==> config.mk <==
export PLATFORM = sky130hd
export DESIGN_NAME = timer_device
export DESIGN_NICKNAME = d
export VERILOG_FILES = /design/src/rtl/timer_device.sv
export SDC_FILE = /design/constraint.sdc
export NUM_CORES = 1
export LEC_CHECK = 0
export CAP_MARGIN = 30
export CORE_MARGIN = 5
export CORE_UTILIZATION = 57
export DETAILED_ROUTE_END_ITERATION = 10
export PLACE_DENSITY = 0.87
export SYNTH_ARGS = -nofsm -noshare
export SYNTH_HDL_FRONTEND = slang
export SYNTH_SLANG_ARGS = --single-unit
==> constraint.sdc <==
create_clock -name clk -period 6.9 [get_ports clk]
set_clock_uncertainty 0.05 [all_clocks]
set_input_delay 1.035 -clock clk [delete_from_list [all_inputs] [get_ports clk]]
set_output_delay 1.035 -clock clk [all_outputs]
set_load 0.02 [all_outputs]
==> src/rtl/timer_device.sv <==
// rtl/timer_device.sv - memory-mapped countdown timer (CTRL/PRESET/COUNT) with masked interrupt
// Defining TIMER_PRESCALE_EN adds the PSC register at offset 3 and a prescale counter.
module timer_device #(
  parameter int COUNT_W    = 32,
  parameter int PRESCALE_W = 8
) (
  input  logic        clk,
  input  logic        reset,
  input  logic [1:0]  dev_addr,
  input  logic        dev_we,
  input  logic [31:0] dev_wd,
  output logic [31:0] dev_rd,
  output logic        irq
);

  if (COUNT_W < 8 || COUNT_W > 32) begin : g_bad_count_w
    $error("timer_device: COUNT_W must be in 8..32");
  end
  if (PRESCALE_W < 1 || PRESCALE_W > 32) begin : g_bad_prescale_w
    $error("timer_device: PRESCALE_W must be in 1..32");
  end

  typedef enum logic [1:0] {
    ST_IDLE,
    ST_LOAD,
    ST_CNT,
    ST_INT
  } state_t;

  state_t             state_q, state_d;
  logic [3:0]         ctrl_q, ctrl_d;
  logic [COUNT_W-1:0] preset_q, preset_d;
  logic [COUNT_W-1:0] count_q, count_d;
  logic               irq_flag_q, irq_flag_d;

  logic en;
  logic auto_reload;
  logic tick;
  logic wr_ctrl;
  logic wr_preset;

  assign en          = ctrl_q[0];
  // Reserved modes 1x fall back to one-shot.
  assign auto_reload = (ctrl_q[2:1] == 2'b01);
  assign wr_ctrl     = dev_we && (dev_addr == 2'd0);
  assign wr_preset   = dev_we && (dev_addr == 2'd1);

`ifdef TIMER_PRESCALE_EN
  logic [PRESCALE_W-1:0] psc_q, psc_d;
  logic [PRESCALE_W-1:0] pre_q, pre_d;

  assign tick = (pre_q == psc_q);

  always_comb begin
    psc_d = psc_q;
    pre_d = pre_q;
    if (state_q == ST_LOAD) begin
      pre_d = '0;
    end else if (state_q == ST_CNT && en) begin
      pre_d = tick ? '0 : pre_q + PRESCALE_W'(1);
    end
    if (dev_we && dev_addr == 2'd3) begin
      psc_d = dev_wd[PRESCALE_W-1:0];
    end
  end

  always_ff @(posedge clk or posedge reset) begin
    if (reset) begin
      psc_q <= '0;
      pre_q <= '0;
    end else begin
      psc_q <= psc_d;
      pre_q <= pre_d;
    end
  end
`else
  assign tick = 1'b1;
`endif

  always_comb begin
    state_d    = state_q;
    ctrl_d     = ctrl_q;
    preset_d   = preset_q;
    count_d    = count_q;
    irq_flag_d = irq_flag_q;

    case (state_q)
      ST_IDLE: begin
        if (en) state_d = ST_LOAD;
      end
      ST_LOAD: begin
        count_d = preset_q;
        state_d = ST_CNT;
      end
      ST_CNT: begin
        if (!en) begin
          state_d = ST_IDLE;
        end else if (tick) begin
          // Terminal at 1 (or 0) so PRESET=0 behaves like PRESET=1 and COUNT never wraps.
          if (count_q <= COUNT_W'(1)) begin
            count_d    = '0;
            irq_flag_d = 1'b1;
            state_d    = ST_INT;
          end else begin
            count_d = count_q - COUNT_W'(1);
          end
        end
      end
      ST_INT: begin
        if (auto_reload) begin
          irq_flag_d = 1'b0;
          state_d    = ST_LOAD;
        end else begin
          ctrl_d[0] = 1'b0;
          state_d   = ST_IDLE;
        end
      end
      default: state_d = ST_IDLE;
    endcase

    // A CTRL store acknowledges the interrupt and overrides the one-shot EN clear.
    if (wr_ctrl) begin
      ctrl_d     = dev_wd[3:0];
      irq_flag_d = 1'b0;
    end
    if (wr_preset) begin
      preset_d = dev_wd[COUNT_W-1:0];
    end
  end

  always_ff @(posedge clk or posedge reset) begin
    if (reset) begin
      state_q    <= ST_IDLE;
      ctrl_q     <= '0;
      preset_q   <= '0;
      count_q    <= '0;
      irq_flag_q <= 1'b0;
    end else begin
      state_q    <= state_d;
      ctrl_q     <= ctrl_d;
      preset_q   <= preset_d;
      count_q    <= count_d;
      irq_flag_q <= irq_flag_d;
    end
  end

  always_comb begin
    dev_rd = '0;
    case (dev_addr)
      2'd0: dev_rd = {28'd0, ctrl_q};
      2'd1: dev_rd = 32'(preset_q);
      2'd2: dev_rd = 32'(count_q);
`ifdef TIMER_PRESCALE_EN
      2'd3: dev_rd = 32'(psc_q);
`endif
      default: dev_rd = '0;
    endcase
  end

  assign irq = irq_flag_q & ctrl_q[3];

endmodule

[Yosys cells after proc, flatten, opt, wreduce, memory -nomap -nowiden]
Index checks and enable logic that the tools add are counted.
Storage, ports and cells
  input port bits: 37
  flip-flop bits (word level): 71
  word-level logic and storage cells: 50
  output and inout port bits: 33
Cells by class
  eq/ne operators: 13
  magnitude comparators: 1
  reductions and logical operators: 11
  mux-type cells: 17
  $add $sub $neg: 1
  bitwise logic cells: 1
Operators by type and width (number)
  32-bit one-hot mux with 3 select lines: 1
  32-bit two-way mux: 2
  32-bit one-hot mux with 2 select lines: 1
  32-bit by 1-bit <= comparator with 1-bit output, second input constant: 1
  32-bit by 1-bit subtractor with 32-bit output, second input constant: 1
  3-bit != test, second input constant: 4
  1-bit two-way mux: 8
  2-bit one-hot mux with 4 select lines: 1
  2-bit by 1-bit == test with 1-bit output, second input constant: 3
  2-bit == test, second input constant: 3
  2-bit two-way mux: 3
  2-bit AND reduction: 3
  2-bit logical NOT: 2
  2-bit != test, second input constant: 2
  4-bit AND reduction: 1
  2-bit nonzero test: 2
  3-bit nonzero test: 1
  1-bit logical AND: 2
  2-bit by 1-bit != test with 1-bit output, second input constant: 1
  1-bit one-hot mux with 2 select lines: 1
  1-bit AND: 1

[Logic depth before layout (Yosys ltp)]
Gate-level depths: netlist (run 1).
  word-level depth: 5
  mapped depth: 9

[Least setup slack after synthesis (run 1)]
Ideal clock, no wire load.
  kind: input -> output
  from: input port dev_addr[1]
  to: output port dev_rd[10]
  arrival: 2.305 ns
  stages: 5
  required time: 5.815 ns
  buffers on the path: 3
  setup slack: 3.510 ns
  cell sequence: clkbuf_1 > nor2b_1 > clkbuf_1 > buf_1 > a22o_1
Between the ends
  longest elaborated chain between the ends: 2
RTL lines
  from (decl): line 9  | input logic [1:0] dev_addr,
  2-bit == test, or another cell as far along: line 149  | case (dev_addr)
  32-bit one-hot mux with 3 select lines (*): line 149
  to (decl): line 12  | output logic [31:0] dev_rd,
Mark *: on every way between the ends. The rest lies on a longest branch, timed or not.

[Worst setup path in the final report (run 1)]
  from: input port dev_addr[1]
  to: output port dev_rd[2]
The elaborated chain is that of the path after synthesis.

==> flow_summary.json, run 1 <==
{
  "tightest_slew_ps": 906.0,
  "netlist_area_um2": 3973,
  "synth_top_cell_by_area": "dfrtp_1",
  "syn_nets": 436,
  "crit_buf_inv": 3,
  "cp_common_cell": "clkdlybuf4s50_1",
  "syn_avg_cell_area_um2": 10.01,
  "critical_path_class": "primary input to output port",
  "cts_resized": 0,
  "syn_inst": 397,
  "die_y_um": 93.48,
  "ys_seq_area_frac": 0.4472,
  "synthSimpleGateAreaFrac": 0.1865,
  "maxCapViolations": 0,
  "reg2reg_depth": 5,
  "wl_per_cell_um": 19.01,
  "hp-start": "preset_q[24]",
  "numCtsBuffers": 9,
  "yosys_warnings": 0,
  "cts_hold_buf": 0,
  "nets": 491,
  "drive_gt1_frac": 0.1510,
  "grt_pass1_wl_mm": 17.47,
  "ys_ff_latch": 71,
  "placed_cells": 537,
  "first_pass_iters": 6,
  "synth_cell_types": 50,
  "finalSetupTns_ps": 0,
  "final_cell_mix": "dfrtp_1, clkdlybuf4s50_1, mux2_2",
  "path_clk_slew_ps": 80,
  "synth_mux_area_frac": 0.1065,
  "async_reset_ff_frac": 1.000,
  "hold_violations": 0,
  "grt_usage": 0.2509,
  "port_buffers": 69,
  "grt_max_degree": 72,
  "clkSinkCount": 71,
  "cts-root-buf": "clkbuf_8",
  "synthTopCellsByArea": "dfrtp_1, mux2_2, a22o_1",
  "hpwl_mm": 6.881,
  "drc_errors": 0,
  "fp.dieArea_um2": 8739,
  "slowest_stage": "nor2b_2",
  "p_leak_uw": 0.001964,
  "min_period_over_period": 0.6567,
  "clk_latency_ps": 350,
  "synth_top_area_frac": 0.4472,
  "clockBufferDepth": 2,
  "postCtsSetupRepairBufs": 0,
  "drt_iter0_drc": 261,
  "timing.rr.end": "count_q[2]",
  "finalPower_uw": 1904,
  "critPathTopFamily": "buffers and inverters",
  "start_kind": "primary input",
  "wl_mm": 10.51,
  "finalCriticalPeriod_ps": 4531,
  "power.density_nw_per_um2": 385.1,
  "finalSetupViolCount": 0,
  "vias_per_cell": 6.476,
  "worstPathArrival_ps": 3450,
  "ant_nets": 0,
  "cts_tree": "yes",
  "vias": 3581,
  "hold_depth": 2,
  "insertedDiodeCount": 0,
  "grt_pass1_vias": 3546,
  "r2r_setup_slack_ps": 3940,
  "rsz0062_at_grt": "false",
  "initial_core_util": 0.5847,
  "slowest_delay_ps": 650,
  "design.core.area_um2": 6794,
  "synthAdderAreaFrac": 0.006299,
  "synthXorXnorAreaFrac": 0,
  "grt_overflow": 0,
  "synth_top_family_by_area": "compound AO/OA/AOI/OAI gates",
  "htree_num_levels": 3,
  "maxSlewHeadroom": 0.3904,
  "fin_cells": 553,
  "min_to": "count_q[24]",
  "ir_drop_v": 0.0002038,
  "gp_congestion": 0.9326,
  "path_max_fanout": 17,
  "pin_count": 70,
  "die_w_um": 93.48,
  "maxSlewViolCount": 0,
  "fmax_ghz": 0.2207,
  "reg2reg_from": "count_q[15]",
  "synth_edf_count": 0,
  "crit_required_ps": 5810,
  "antenna_found_initial": 0,
  "placed_cell_area_um2": 4698,
  "end_kind": "output port",
  "syn_to_final_growth_pct": 24.44,
  "layout_commonest_cell": "dfrtp_1",
  "design_area_um2": 4943,
  "yosys_most_used_dff": "dfrtp_1",
  "rows": 30,
  "crit_chain": "clkdlybuf4s50_1 > nor2b_2 > buf_4 > nand2_1 > o21ai_0 > clkdlybuf4s50_1",
  "hold_class": "flop to flop",
  "status": "completed",
  "synth_compound_area_frac": 0.2094,
  "final_util": 0.7276
}
## routing by layer
metal | routed length, um | up-vias | GRT usage
met4 | 182 | 0 | 0.08913
li1 | - | 1633 | -
met5 | 0 | - | 0
met1 | 4316 | 1746 | 0.3406
met3 | 941 | 21 | 0.04264
met2 | 5071 | 181 | 0.4044
## flip-flops by register name, summed over array words and instances, names as in the netlist
register,flops
count_q,32
state_q,2
irq_flag_q,1
preset_q,32
ctrl_q,4
## worst max-delay path by stage
stage,start,end,slack (ps),cells after the start
after global routing,dev_addr[0],dev_rd[2],2230,6
final,dev_addr[1],dev_rd[2],2370,6
after global placement,dev_addr[0],dev_rd[1],2500,6
after floorplan,dev_addr[1],dev_rd[10],3510,5
after CTS,dev_addr[1],dev_rd[2],2360,6
after detailed placement,dev_addr[1],dev_rd[2],2370,6
## cell families after synthesis
family,Yosys count
DFF,71
AOI/OAI and AO/OA,110
adders and majority gates,2
muxes,38
buffers and inverters,40
and+or+nand+nor,136
## worst register-to-register path: stages, from the launching register on
cell     delay (ps)
dfrtp_1         440
nor4_1          800
nand4_1         330
o31ai_4         750
o21ai_1         160
a211o_1         320
## final cells by class
| cell class | count | area (um2) |
|---|---|---|
| multi-input combinational | 286 | 2028 |
| fill | 495 | 1851 |
| sequential | 71 | 1777 |
| timing repair buffer | 76 | 743.2 |
| clock buffer | 9 | 123.9 |
| clock inverter | 7 | 121.4 |
| tap | 96 | 120.1 |
| inverter | 8 | 30.03 |
## where the power goes
group | internal [uW] | switching [uW] | total, uW | leakage (uW)
Clock | 240 | 167 | 407 | 0.000112
Combinational | 330 | 413 | 743 | 0.00100
Sequential | 561 | 192 | 753 | 0.000853
Total | 1130 | 772 | 1900 | 0.00196
## through the flow
stage,hold WS (ps),setup WS [ps]
2_1_floorplan,404.4,3510
3_3_place_gp,441.1,2498
3_5_place_dp,462.4,2368
4_1_cts,481.0,2360
5_1_grt,508.8,2226
6_report,483.0,2369
## synthesized netlist by cell type, types with 6 or more instances
| cell | n |
|---|---|
| dfrtp_1 | 71 |
| mux2_2 | 34 |
| nand2_1 | 30 |
| nand3_1 | 29 |
| a22o_1 | 28 |
| clkbuf_1 | 22 |
| a22oi_1 | 19 |
| nor2_1 | 16 |
| a21oi_1 | 12 |
| o21ai_0 | 12 |
| o211ai_1 | 11 |
| inv_1 | 8 |
| nand4_1 | 8 |
| nor4_1 | 8 |
| o311ai_0 | 8 |
| or4_1 | 7 |
| or3_1 | 6 |
No activity file was read; power rests on OpenSTA's default activity.
==> inputs of run 2 (changes only) <==
--- a/config.mk
+++ b/config.mk
@@ -7,9 +7,9 @@
 export LEC_CHECK = 0
 export CAP_MARGIN = 30
 export CORE_MARGIN = 5
-export CORE_UTILIZATION = 57
+export CORE_UTILIZATION = 53
 export DETAILED_ROUTE_END_ITERATION = 10
-export PLACE_DENSITY = 0.87
+export PLACE_DENSITY = 0.82
 export SYNTH_ARGS = -nofsm -noshare
 export SYNTH_HDL_FRONTEND = slang
 export SYNTH_SLANG_ARGS = --single-unit
==> constraint.sdc (replaced) <==
create_clock -name clk -period 4.6 [get_ports clk]
set_clock_uncertainty 0.05 [all_clocks]
set_input_delay 0.69 -clock clk [delete_from_list [all_inputs] [get_ports clk]]
set_output_delay 0.69 -clock clk [all_outputs]
set_load 0.02 [all_outputs]
==> run 2 against run 1 <==
  * Setup slack lost 1500 ps
  * Count of clock-buffer cells in the layout grew 1
  * Global-route usage shrank 0.32 points
  * Register-to-register slack lost 2400 ps
  * Critical path depth shrank 1
  * Core utilization shrank 5.2 points
  * Sequential share of layout area grew 0.15 points
  * Final cell count grew 0.54%
  * Non-clock buffer count is the same
  * Critical path type unchanged
==> flow_summary.json, run 2 (synthesized netlist as in run 1, its figures left out) <==
{
  "status": "completed",
  "numCtsBuffers": 9,
  "wl_per_cell_um": 19.09,
  "placed_cells": 540,
  "layout_commonest_cell": "dfrtp_1",
  "crit_chain": "clkdlybuf4s50_1 > nor2b_2 > buf_4 > a22o_1 > clkdlybuf4s50_1",
  "die_w_um": 96.58,
  "maxSlewViolCount": 0,
  "port_buffers": 69,
  "fmax_ghz": 0.2647,
  "vias": 3643,
  "clkSinkCount": 71,
  "gp_congestion": 0.8817,
  "dr_wl_met3_um": 802,
  "finalSetupTns_ps": 0,
  "postCtsSetupRepairBufs": 0,
  "cts_hold_buf": 0,
  "grt_usage": 0.2477,
  "drc_errors": 0,
  "power.density_nw_per_um2": 567.8,
  "design.core.area_um2": 7292,
  "htree_num_levels": 3,
  "hold_class": "flop to flop",
  "final_cell_mix": "dfrtp_1, clkdlybuf4s50_1, mux2_2",
  "die_y_um": 96.58,
  "path_clk_slew_ps": 80,
  "vias_per_cell": 6.552,
  "fin_cells": 556,
  "p_leak_uw": 0.001969,
  "drive_gt1_frac": 0.1510,
  "maxSlewHeadroom": 0.2932,
  "nets": 491,
  "worstPathArrival_ps": 3040,
  "cts_resized": 0,
  "end_kind": "output port",
  "rsz0062_at_grt": "false",
  "rows": 31,
  "cp_common_cell": "clkdlybuf4s50_1",
  "finalCriticalPeriod_ps": 3778,
  "cts_tree": "yes",
  "wl_mm": 10.61,
  "critPathTopFamily": "buffers and inverters",
  "wl_met2_mm": 5.183,
  "fp.dieArea_um2": 9327,
  "pin_count": 70,
  "grt_overflow": 0,
  "syn_to_final_growth_pct": 23.94,
  "drt_iter0_drc": 337,
  "grt_pass1_vias": 3710,
  "path_max_fanout": 17,
  "crit_buf_inv": 3,
  "insertedDiodeCount": 0,
  "crit_required_ps": 3860,
  "grt_max_degree": 38,
  "start_kind": "primary input",
  "wl_met1_mm": 4.441,
  "initial_core_util": 0.5448,
  "cts-root-buf": "clkbuf_8",
  "hpwl_mm": 7.288,
  "critical_path_class": "primary input to output port",
  "antenna_found_initial": 0,
  "hold_violations": 0,
  "clockBufferDepth": 2,
  "ant_nets": 0,
  "design_area_um2": 4923,
  "finalSetupViolCount": 0,
  "final.fill_count": 602,
  "placed_cell_area_um2": 4702,
  "maxCapViolations": 0,
  "min_period_over_period": 0.8213,
  "slowest_delay_ps": 690,
  "highest_layer": "met4",
  "clk_latency_ps": 360,
  "tightest_slew_ps": 1051,
  "first_pass_iters": 5,
  "final_util": 0.6752,
  "slowest_stage": "clkdlybuf4s50_1",
  "ir_drop_v": 0.0002585,
  "largest_registers": "count_q (32), preset_q (32), ctrl_q (4)",
  "grt_pass1_wl_mm": 17.90,
  "finalPower_uw": 2795
}
==> run 2: cell count changes in the layout (fill, tap and decap cells not counted) <==
| cell | change |
|---|---|
| clkinv_2 | +3 |
| clkbuf_8 | +1 |
| bufinv_16 | -1 |
| clkinvlp_4 | -3 |
==> run 2: cell type report <==
class	count	area, um2	share of cell area
tap	99	123.9	0.02516
timing repair buffer	76	743.2	0.1510
clock buffer	10	137.6	0.02795
inverter	8	30.03	0.006099
clock inverter	6	83.83	0.01703
sequential	71	1777	0.3609
multi-input combinational	286	2028	0.4119
==> run 2: path summary, 6_finish.rpt <==
path	start	end	slack, ps	depth (start not counted)
worst max register to register	count_q[14]	count_q[10]	1530	5
worst min-delay path	preset_q[0]	preset_q[0]	480	2
worst max-delay path	dev_addr[1]	dev_rd[21]	820	5
max in group asynchronous	reset	irq_flag_q	2800	3
min in group asynchronous	reset	preset_q[5]	720	2
worst min register to register	preset_q[0]	preset_q[0]	480	2
==> run 2: per-stage QoR <==
stage / hold slack [ps] / worst slack, ps
6_report: 475.1 / 822.0
3_5_place_dp: 457.9 / 857.8
2_1_floorplan: 404.4 / 1900
3_3_place_gp: 447.5 / 943.9
5_1_grt: 515.7 / 700.6
4_1_cts: 476.3 / 845.1
==> run 2: layer usage <==
layer,global-route usage,vias to the layer above
li1,-,1632
met1,0.3307,1828
met2,0.3966,163
met3,0.05345,20
met4,0.09229,0
met5,0,-
==> run 2: where the power goes <==
| part | internal, uW | switching (uW) |
|---|---|---|
| Clock | 318 | 245 |
| Combinational | 495 | 614 |
| Sequential | 842 | 281 |
==> run 2: worst reg2reg max path, delay by kind of cell (launching register included) <==
kind | cells | cell delay, ps
AO/OA/AOI/OAI | 3 | 1220
flip-flops | 1 | 430
AND/OR/NAND/NOR | 2 | 1270
==> inputs of run 3 (changes only) <==
--- a/config.mk
+++ b/config.mk
@@ -7,9 +7,9 @@
 export LEC_CHECK = 0
 export CAP_MARGIN = 30
 export CORE_MARGIN = 5
-export CORE_UTILIZATION = 53
+export CORE_UTILIZATION = 48
 export DETAILED_ROUTE_END_ITERATION = 10
-export PLACE_DENSITY = 0.82
+export PLACE_DENSITY = 0.79
 export SYNTH_ARGS = -nofsm -noshare
 export SYNTH_HDL_FRONTEND = slang
 export SYNTH_SLANG_ARGS = --single-unit
==> constraint.sdc (replaced) <==
create_clock -name clk -period 3.1 [get_ports clk]
set_clock_uncertainty 0.05 [all_clocks]
set_input_delay 0.465 -clock clk [delete_from_list [all_inputs] [get_ports clk]]
set_output_delay 0.465 -clock clk [all_outputs]
set_load 0.02 [all_outputs]
==> run 3 against run 2 <==
  * Flip-flop and latch count unchanged
  * Via count decreased by 1.6%
  * Setup slack lost 440 ps
  * Power up 45%
  * Critical endpoint unchanged
==> flow_summary.json, run 3 (synthesized netlist as in run 1, its figures left out) <==
{
  "status": "completed",
  "fp.dieArea_um2": 10200,
  "postCtsSetupRepairBufs": 0,
  "design_area_um2": 4989,
  "syn_to_final_growth_pct": 25.57,
  "rows": 33,
  "die_w_um": 101.0,
  "grt_overflow": 0,
  "cp_common_cell": "clkdlybuf4s50_1",
  "grt_usage": 0.2203,
  "clockBufferDepth": 2,
  "layout_commonest_cell": "dfrtp_1",
  "path_max_fanout": 16,
  "clkSinkCount": 71,
  "slowest_stage": "clkdlybuf4s50_1",
  "wl_per_cell_um": 19.02,
  "slowest_delay_ps": 600,
  "crit_required_ps": 2580,
  "numCtsBuffers": 9,
  "final_cell_mix": "dfrtp_1, clkdlybuf4s50_1, mux2_2",
  "path_clk_slew_ps": 70,
  "rsz0062_at_grt": "false",
  "crit_chain": "clkdlybuf4s50_1 > nor2b_2 > buf_4 > a22o_1 > clkdlybuf4s50_1",
  "nets": 502,
  "cts_hold_buf": 0,
  "gp_congestion": 0.8949,
  "ir_drop_v": 0.0004113,
  "hold_violations": 0,
  "multiInputGateArea_um2": 2028,
  "cts-root-buf": "clkbuf_8",
  "finalSetupViolCount": 0,
  "port_buffers": 69,
  "insertedDiodeCount": 0,
  "clk_latency_ps": 350,
  "critical_path_class": "primary input to output port",
  "wl_mm": 10.86,
  "htree_num_levels": 3,
  "cts_resized": 0,
  "p_leak_uw": 0.001999,
  "drt_iter0_drc": 374,
  "drive_gt1_frac": 0.1674,
  "ant_nets": 0,
  "final.fill_count": 700,
  "worstPathArrival_ps": 2210,
  "first_pass_iters": 5,
  "pin_count": 70,
  "end_kind": "output port",
  "largest_registers": "count_q (32), preset_q (32), ctrl_q (4)",
  "hold_class": "primary input to async pin",
  "drc_errors": 0,
  "initial_core_util": 0.4884,
  "grt_pass1_wl_mm": 18.04,
  "maxCapViolations": 0,
  "maxSlewViolCount": 0,
  "placed_cell_area_um2": 4817,
  "antenna_found_initial": 0,
  "power.density_nw_per_um2": 809.9,
  "die_y_um": 101.0,
  "maxSlewHeadroom": 0.6033,
  "finalCriticalPeriod_ps": 2722,
  "start_kind": "primary input",
  "grt_max_degree": 72,
  "vias": 3583,
  "regArea_um2": 1777,
  "min_period_over_period": 0.8779,
  "cts_tree": "yes",
  "finalSetupTns_ps": 0,
  "design.core.area_um2": 8134,
  "tightest_slew_ps": 595.0,
  "grt_pass1_vias": 3675,
  "fmax_ghz": 0.3674,
  "hpwl_mm": 7.378,
  "vias_per_cell": 6.275
}
-- run 3: cell types whose count changed in the layout (fill, tap and decap cells not counted), sizes merged --
cell | previous run | this run
clkbuf | 10 | 11
clkinvlp | 0 | 2
buf | 7 | 18
bufinv | 2 | 0
clkinv | 4 | 1
-- run 3: area by class of cell --
class                      count  share of cell area
inverter                       8            0.006020
clock buffer                  11             0.03035
tap                          105             0.02634
timing repair buffer          87              0.1706
clock inverter                 3            0.004013
multi-input combinational    286              0.4066
sequential                    71              0.3562
-- run 3: worst max-delay path, delay by kind of cell --
kind                   cells  cell delay, ps
AO/OA/AOI/OAI              1             180
buffers and inverters      3            1370
AND/OR/NAND/NOR            1             180
-- run 3: path summary, 6_finish.rpt --
path / start / end / slack, ps / depth (start not counted)
max reg2reg: count_q[20] / count_q[28] / 380 / 6
min: reset / preset_q[8] / 470 / 3
max in group asynchronous: reset / preset_q[23] / 2220 / 3
min in group clk: preset_q[25] / count_q[25] / 470 / 2
max: dev_addr[1] / dev_rd[21] / 380 / 5
min reg2reg: preset_q[25] / count_q[25] / 470 / 2
-- run 3: where the power goes --
part	internal (uW)	switching (uW)
sequential	1250	417
clock	324	338
combinational	782	930
total	2360	1680
-- run 3: metrics by stage --
step	instances	power [uW]	util	hold slack, ps	setup slack, ps
4_1_cts	571	4027	0.6133	476.7	359.6
6_report	571	4040	0.6133	470.4	378.4
3_3_place_gp	557	3287	0.5922	448.6	367.5
2_1_floorplan	397	2747	-	404.4	574.9
5_1_grt	571	4300	0.6133	496.2	251.2
3_5_place_dp	557	3353	0.5922	457.6	364.6
-- run 3: layer usage --
| layer | up-vias | routed length, um | track usage |
|---|---|---|---|
| met5 | - | 0 | 0 |
| met4 | 0 | 155 | 0.07464 |
| met3 | 17 | 849 | 0.04498 |
| met2 | 165 | 5301 | 0.3529 |
| met1 | 1749 | 4553 | 0.2977 |
| li1 | 1652 | - | - |
